**config.mk**
```make
export PLATFORM = sky130hd
export DESIGN_NAME = temp_sampler
export DESIGN_NICKNAME = d
export VERILOG_FILES = /design/src/rtl/temp_sampler.sv
export SDC_FILE = /design/constraint.sdc
export NUM_CORES = 1
export LEC_CHECK = 0
export CORE_ASPECT_RATIO = 0.5
export CORE_MARGIN = 2
export CORE_UTILIZATION = 25
export DETAILED_ROUTE_END_ITERATION = 12
export PLACE_DENSITY = 0.5
export SYNTH_ARGS = -nofsm -noshare
export SYNTH_HDL_FRONTEND = slang
export SYNTH_SLANG_ARGS = --single-unit
export TNS_END_PERCENT = 1
```
**constraint.sdc**
```tcl
create_clock -name clk -period 1.9 [get_ports clk]
set_clock_uncertainty 0.15 [all_clocks]
set_input_delay 0.475 -clock clk [delete_from_list [all_inputs] [get_ports clk]]
set_output_delay 0.475 -clock clk [all_outputs]
set_load 0.01 [all_outputs]
```
**src/rtl/temp_sampler.sv**
```systemverilog
// temp_sampler: front end of the temperature monitor.
// Synchronizes the load pushbutton, optionally debounces it, validates the BCD switch
// digits and captures one reading per press, with a one-cycle en strobe per capture.
// Optional debounce filter: define TEMP_SAMPLER_DEBOUNCE_EN to compile it in.
module temp_sampler #(
  parameter int unsigned DEBOUNCE_CYCLES = 50000,
  parameter int unsigned CNT_WIDTH       = 16
) (
  input  logic       clk,
  input  logic       rst,
  input  logic       load,
  input  logic [3:0] sw_ones,
  input  logic [3:0] sw_tens,
  input  logic [3:0] sw_huns,
  input  logic       sw_sign,
  output logic [3:0] temp_value_ones,
  output logic [3:0] temp_value_tens,
  output logic [3:0] temp_value_huns,
  output logic       temp_value_sign,
  output logic [3:0] temp_value_ones_old,
  output logic [3:0] temp_value_tens_old,
  output logic [3:0] temp_value_huns_old,
  output logic       en,
  output logic       error,
  output logic [7:0] sample_count
);

  typedef enum logic {StIdle, StHold} state_e;

  logic load_meta_q, load_s_q;
  logic load_d;

  // Two-flop synchronizer for the asynchronous pushbutton
  always_ff @(posedge clk or posedge rst) begin
    if (rst) begin
      load_meta_q <= 1'b0;
      load_s_q    <= 1'b0;
    end else begin
      load_meta_q <= load;
      load_s_q    <= load_meta_q;
    end
  end

`ifdef TEMP_SAMPLER_DEBOUNCE_EN
  logic                 load_d_q, load_d_d;
  logic [CNT_WIDTH-1:0] cnt_q, cnt_d;

  // Level only follows load_s after it has disagreed for DEBOUNCE_CYCLES edges in a row
  always_comb begin
    load_d_d = load_d_q;
    cnt_d    = '0;
    if (load_s_q != load_d_q) begin
      if (cnt_q == CNT_WIDTH'(DEBOUNCE_CYCLES - 1)) begin
        load_d_d = ~load_d_q;
      end else begin
        cnt_d = cnt_q + 1'b1;
      end
    end
  end

  // Debounce state registers
  always_ff @(posedge clk or posedge rst) begin
    if (rst) begin
      load_d_q <= 1'b0;
      cnt_q    <= '0;
    end else begin
      load_d_q <= load_d_d;
      cnt_q    <= cnt_d;
    end
  end

  assign load_d = load_d_q;
`else
  // Without the filter the synchronized level is used as is; the parameters have no effect.
  if (DEBOUNCE_CYCLES == 0 && CNT_WIDTH == 0) begin : g_params_unused
  end
  assign load_d = load_s_q;
`endif

  state_e     state_q, state_d;
  logic [3:0] ones_q, ones_d, tens_q, tens_d, huns_q, huns_d;
  logic [3:0] ones_old_q, ones_old_d, tens_old_q, tens_old_d, huns_old_q, huns_old_d;
  logic       sign_q, sign_d;
  logic       en_q, en_d;
  logic       error_q, error_d;
  logic [7:0] count_q, count_d;
  logic       first_q, first_d;
  logic       digits_ok;

  assign digits_ok = (sw_ones <= 4'd9) && (sw_tens <= 4'd9) && (sw_huns <= 4'd9);

  // Capture FSM: one attempt on entry to HOLD, then wait for the button to be released
  always_comb begin
    state_d    = state_q;
    ones_d     = ones_q;
    tens_d     = tens_q;
    huns_d     = huns_q;
    sign_d     = sign_q;
    ones_old_d = ones_old_q;
    tens_old_d = tens_old_q;
    huns_old_d = huns_old_q;
    en_d       = 1'b0;
    error_d    = error_q;
    count_d    = count_q;
    first_d    = first_q;
    case (state_q)
      StIdle: begin
        if (load_d) begin
          state_d = StHold;
          if (digits_ok) begin
            // First capture seeds old with the new value so the first delta is zero
            ones_old_d = first_q ? sw_ones : ones_q;
            tens_old_d = first_q ? sw_tens : tens_q;
            huns_old_d = first_q ? sw_huns : huns_q;
            ones_d     = sw_ones;
            tens_d     = sw_tens;
            huns_d     = sw_huns;
            sign_d     = sw_sign;
            en_d       = 1'b1;
            error_d    = 1'b0;
            count_d    = count_q + 8'd1;
            first_d    = 1'b0;
          end else begin
            error_d = 1'b1;
          end
        end
      end
      StHold: begin
        if (!load_d) state_d = StIdle;
      end
      default: state_d = StIdle;
    endcase
  end

  // FSM and output registers
  always_ff @(posedge clk or posedge rst) begin
    if (rst) begin
      state_q    <= StIdle;
      ones_q     <= 4'd0;
      tens_q     <= 4'd0;
      huns_q     <= 4'd0;
      sign_q     <= 1'b0;
      ones_old_q <= 4'd0;
      tens_old_q <= 4'd0;
      huns_old_q <= 4'd0;
      en_q       <= 1'b0;
      error_q    <= 1'b0;
      count_q    <= 8'd0;
      first_q    <= 1'b1;
    end else begin
      state_q    <= state_d;
      ones_q     <= ones_d;
      tens_q     <= tens_d;
      huns_q     <= huns_d;
      sign_q     <= sign_d;
      ones_old_q <= ones_old_d;
      tens_old_q <= tens_old_d;
      huns_old_q <= huns_old_d;
      en_q       <= en_d;
      error_q    <= error_d;
      count_q    <= count_d;
      first_q    <= first_d;
    end
  end

  assign temp_value_ones     = ones_q;
  assign temp_value_tens     = tens_q;
  assign temp_value_huns     = huns_q;
  assign temp_value_sign     = sign_q;
  assign temp_value_ones_old = ones_old_q;
  assign temp_value_tens_old = tens_old_q;
  assign temp_value_huns_old = huns_old_q;
  assign en                  = en_q;
  assign error               = error_q;
  assign sample_count        = count_q;

endmodule

```
After elaboration in Yosys (flattened, before gate mapping)
Cells that the tools add are included.
- order comparisons: 3
- reductions and logical operators: 4
- muxes and demuxes: 8
- $add $sub $neg: 1
- bitwise gates (word level): 1
- operators with widths (operator ; count):
    less-or-equal comparator 4 bit (second input constant) ; 3
    two-way mux 4 bit ; 3
    adder 8 x 1 -> 8 bit (second input constant) ; 1
    two-way mux 1 bit ; 5
    AND reduction 3 bit ; 1
    logical AND 1 bit ; 2
    AND reduction 2 bit ; 1
    NOT 1 bit ; 1
- word-level logic and storage cells: 31
- bits of input ports: 16
- register bits after elaboration: 39

Depth between registers and ports, before layout
- word-level depth: 6
- mapped depth: 6
- mapped depth without buffers: 5

Worst setup path after synthesis
Ideal clock, no wire load.
- kind: input-to-reg
- from: in sw_ones[2]
- to: reg count_q[7] (netlist: sample_count[7])
- arrival: 1.247 ns
- slack: 0.424 ns
- cell stages on the path: 5
- setup time: 0.079 ns
- buffers on the path: 0
- required time: 1.671 ns
- cells stage by stage: o21ai_1 nand4_2 clkinv_2 and3_1 xor2_1
- longest elaborated chain between the ends: 4
- ends and longest elaborated chain (element ; line ; source):
    start: declaration ; 12 ; input logic [3:0] sw_ones,
    less-or-equal comparator 4 bit ; 90 ; assign digits_ok = (sw_ones <= 4'd9) && (sw_tens <= 4'd9) && (sw_huns <= 4'd9);
    logical AND 1 bit (2 in series) ; 90 ;
    AND reduction 3 bit (no source line) ; - ;
    end signal: assignment ; 161 ; count_q <= count_d;
    end: declaration ; 86 ; logic [7:0] count_q, count_d;
No other way between the ends.
A chain may end at the register's enable or synchronous reset.

Worst setup path after layout
- from: reg count_q[4] (netlist: sample_count[4])
- to: out sample_count[4]
- RTL lines (element ; line ; source):
    end: declaration ; 25 ; output logic [7:0] sample_count
No word-level cell between the ends.

==> impl.org <==
** Floorplanning
- Chip Width :: 116 µm
- Initial Util :: 25.9%
- DIE HEIGHT :: 60.1 µm
- Core Box Area :: 6080 µm²
- After floorplanning, the core was divided into 20 placement rows.
- Count of pins on the block boundary :: 51
- The die covers 6990 µm².

** Timing
- The number of failing hold endpoints at the final stage came to 0.
- Number of failing setup endpoints in the final timing report :: 0
- Static timing analysis puts the maximum clock frequency at 0.537 GHz.
- Setup repair after global routing could not meet its margin everywhere.
- The worst path meets setup with 0.0389 ns of slack.
- Measured against its own limit, the worst slew margin works out to 73.3%.
- Pins Over Slew Limit :: 0
- Final worst hold slack :: 0.204 ns
- Post-route clock period utilization :: between 90 and 100%
- Clock period minus worst slack :: ~1.9 ns
- At the pin with the least slew margin, the transition time is 0.401 ns.

** Clocking
- In this run the number of H-tree levels came out at 2.
- In this run, CTS created clock tree buffers numbering 5.
- For the worst-skew pair, the clock arrives at the later sink with an insertion delay of 0.27 ns.
- Maximum clock path buffer count :: 2
- Clock input transition at the sequential cells of the worst setup and hold paths :: 0.05 ns
- The tree is rooted in a sky130_fd_sc_hd__clkbuf_16.
- After clock tree synthesis, the repair step resized 0 gates.
- Post-CTS setup buffer count :: 0
- TritonCTS built the clock tree.
- Hold repair after CTS inserted 0 buffers.
- Sinks on Clock Net :: 39

** Setup path
- At the worst endpoint, the required time is around 1.3 ns.
- Endpoint of the worst setup timing path :: sample_count[4]
- The worst setup path is of the reg -> out kind.
- In this run the number of cells on the critical path is 1.
- On the critical path the largest part of the delay comes from buffers and inverters.
- Walking the worst path, the cells encountered are clkdlybuf4s50_1.
- Worst setup SP type :: flop
- Measured in cells, the most critical reg-to-reg path has a length of 5.
- Crit path largest cell delay :: 0.56 ns
- Worst setup path startpoint :: sample_count[4]
- In this run the worst path has a maximum fanout of 4.
- Across all register-to-register paths, the minimum setup slack is about 0.35 ns.
- Critical path endpoint category :: primary output
- Together, buffers and inverters on the worst path number 1.
- On the critical path, the stage with the largest delay is an instance of sky130_fd_sc_hd__clkdlybuf4s50_1.
- In this run the critical register-to-register path is captured at sample_count[7].
- STA puts the critical path data arrival time at 1.24 ns.
- The startpoint identified for the worst register-to-register timing path is state_q.

** Global routing
- Aggregate global routing overflow :: 0
- Entering global routing, the biggest net connects 24 pins.
- Number of antenna violations at the first check in global routing :: 0
- For this run, the total global-route usage over all layers was measured as 11.1%.
- The first global-routing pass estimated approximately 5.8 mm of wire.
- The via count of the first global-routing pass was 1221.

** Final layout
- In the final layout, the share of cells above drive strength 1 is 12.4%.
- Net count, final :: between 200 and 250
- Summing all non-filler instances in the final layout gives an area of 2420 µm².
- Area growth from synthesis to layout :: 53.6%
- Antenna Diode Count :: 0

** Synthesis
- In this run, distinct cell masters in the synthesized netlist total 22.
- Counting flops with a built-in enable in the synthesized netlist gives 0.
- Of the total synthesized cell area, the portion taken by XOR and XNOR cells is approximately 4%.
- The most used flip-flop cell after synthesis is sky130_fd_sc_hd__dfrtp_1.
- Sorting the synthesized cells by how often they occur yields 57 x sky130_fd_sc_hd__nand2_1, 38 x sky130_fd_sc_hd__dfrtp_1, 12 x sky130_fd_sc_hd__mux2i_1, 12 x sky130_fd_sc_hd__o21ai_0.
- Largest cells by area after synthesis :: sky130_fd_sc_hd__dfrtp_1 60%, sky130_fd_sc_hd__nand2_1 14%, sky130_fd_sc_hd__mux2i_1 7.6%
- The synthesized netlist devotes 0.794% of its cell area to adder and majority cells.
- Post-synthesis simple-gate area fraction :: 18.2%
- Proportion of synthesized area in mux cells :: 7.63%
- In this run, synthesis produced a sequential element count of 39.
- Summing the areas of all compound-gate instances in the mapped netlist gives approximately 4.8% of the synthesized area.
- Post-synthesis cell area :: 1580 µm²
- Post-Synthesis Cells :: 153
- In the post-synthesis netlist, the cell with the most instances is sky130_fd_sc_hd__nand2_1.
- Of the post-synthesis cell area, the dominant cell type holds 60.4%.
- Fraction of registers with async set/reset :: 100%
- Post-synthesis average cell area :: about 10 µm²
- Summed over all instances, the cell type with the most area after synthesis is sky130_fd_sc_hd__dfrtp_1.
- The number of nets in the synthesized netlist is 170.
- Share of synthesized area occupied by flip-flops and latches :: 62.0%
- By area, the combinational part of the netlist is dominated by simple AND/OR/NAND/NOR gates.
- Yosys warnings :: 0

** Pwr
- Internal power :: 0.00196 W
- For this design the total switching power over the nets is 0.000730 W.
- Switching part of the total :: 27.2%
- The analysis attributes to cell leakage a power of 1.11 nW.
- Per report_power, the sequential group accounts for 42.9% of the total.
- The share of total power dissipated in the clock network is 30.1%.
- Combinational share of power :: roughly 27%
- Across the VDD grid, the largest voltage drop is roughly 0.35 mV.
- In this run the power density over the cells is approximately 1100 nW/µm².

** Detailed routing
- Summing over every cut layer, the via total after detailed routing is 1206.
- Number of DRC violations after detailed-routing iteration 0 :: 10
- Final wirelength :: 3.55 mm
- Dividing the detail-routed wire length by the instance count gives roughly 12 µm.
- After detailed routing, the number of vias per cell comes to 3.94.
- Final routed DRC violation total :: 0
- Detailed-router iteration count before antenna repair :: 3
- Post-route ant nets :: 0

** Place
- In this run the cell area measured after placement is 2260 µm².
- HPWL after detailed placement :: 2.69 mm
- OpenSTA, run right after detailed placement, puts the worst setup slack at -0.189 ns.
- Buffers placed on the I/O ports in this run total 50.
- Weighted congestion at the end of routability-driven global placement :: between 0.7 and 0.8

** Min path
- In this run the worst hold path is classified as reg -> reg.

** Job
- Across the run, the number of max-cap violations was 0.

** Outcome
- Result of the run :: finished clean
-- logic make-up after synthesis --
kind of cell,after synthesis
AND/OR/NAND/NOR,70
flip-flops,39
AO/OA/AOI/OAI,15
multiplexers,12
buffers and inverters,9
XOR/XNOR,7
adder cells (fa/ha/maj),1
-- registers in the layout, indices dropped and copies added, names as in the netlist --
signal               flops
sample_count             8
temp_value_huns          4
temp_value_huns_old      4
temp_value_ones          4
temp_value_ones_old      4
temp_value_tens          4
temp_value_tens_old      4
en                       1
error                    1
first_q                  1
load_d                   1
load_meta_q              1
state_q                  1
temp_value_sign          1
-- cells in the final DEF (no fill, tap or decap) --
cell                              synthesis  routed
sky130_fd_sc_hd__nand2_1                 57      57
sky130_fd_sc_hd__clkdlybuf4s50_1          0      48
sky130_fd_sc_hd__dfrtp_1                 38      36
sky130_fd_sc_hd__buf_4                    1      14
sky130_fd_sc_hd__mux2i_1                 12      12
sky130_fd_sc_hd__o21ai_0                 12      12
sky130_fd_sc_hd__clkbuf_16                0       5
sky130_fd_sc_hd__xor2_1                   4       4
sky130_fd_sc_hd__nor2_1                   4       4
sky130_fd_sc_hd__o21ai_1                  3       3
sky130_fd_sc_hd__xnor2_1                  3       3
sky130_fd_sc_hd__clkinv_2                 1       2
sky130_fd_sc_hd__nand3_1                  2       2
sky130_fd_sc_hd__nor3_1                   2       2
sky130_fd_sc_hd__dlymetal6s2s_1           0       2
sky130_fd_sc_hd__dfrtp_2                  0       2
sky130_fd_sc_hd__nor2b_1                  1       1
sky130_fd_sc_hd__nand4_2                  1       1
sky130_fd_sc_hd__nand4_1                  1       1
sky130_fd_sc_hd__inv_1                    1       1
sky130_fd_sc_hd__and2_1                   1       1
sky130_fd_sc_hd__and3_1                   1       1
sky130_fd_sc_hd__ha_1                     1       1
sky130_fd_sc_hd__clkbuf_8                 0       1
sky130_fd_sc_hd__dfstp_2                  1       1
sky130_fd_sc_hd__buf_6                    0       1
-- power by group through the flow --
stage / Clock, W / Sequential, W / Combinational [W]
6_report: 0.000809 / 0.00115 / 0.000724
5_1_grt: 0.000884 / 0.00118 / 0.000799
4_1_cts: 0.000833 / 0.00116 / 0.000743
3_5_place_dp: 0 / 0.00117 / 0.000740
3_3_place_gp: 0 / 0.00117 / 0.000734
2_1_floorplan: 0 / 0.00123 / 0.000197
-- cell type report --
| class | count | area [µm²] |
|---|---|---|
| well taps | 88 | 110 |
| fillers | 593 | 3660 |
| multi-input cells | 105 | 556 |
| repair buffers | 65 | 622 |
| flip-flops and latches | 39 | 980 |
| clock buffers | 6 | 139 |
| clock inverters | 1 | 5.00 |
| inverters | 2 | 8.76 |
-- worst min-delay path by stage --
| stage | start | endpoint | depth (start not counted) |
|---|---|---|---|
| after floorplan | load_meta_q | load_d | 0 |
| after global placement | load_meta_q | load_d | 0 |
| after detailed placement | load_meta_q | load_d | 0 |
| after CTS | load_meta_q | load_d | 0 |
| after global routing | load_meta_q | load_d | 0 |
| final | load_meta_q | load_d | 0 |
-- per-layer routing --
metal | track usage, % | up-vias | share of wire (%) | routed length [µm]
met5 | 0 | - | 0 | 0
met4 | 4.59 | 0 | 1.2 | 43
met3 | 3.55 | 4 | 4.2 | 149
met2 | 17.9 | 18 | 46 | 1640
met1 | 13.8 | 567 | 48 | 1710
li1 | - | 617 | - | -
-- stage by stage --
stage / util [%] / std cells / TNS [ns] / power (W)
detailed placement: 37.2 / 299 / -4.84 / 0.00191
CTS: 39.6 / 306 / 0 / 0.00273
floorplan: - / 153 / 0 / 0.00143
global placement: 37.2 / 299 / -4.53 / 0.00190
finish: 39.8 / 306 / 0 / 0.00269
global route: 39.8 / 306 / -0.00435 / 0.00287
Note: power is estimated with default switching activity, not from simulation.
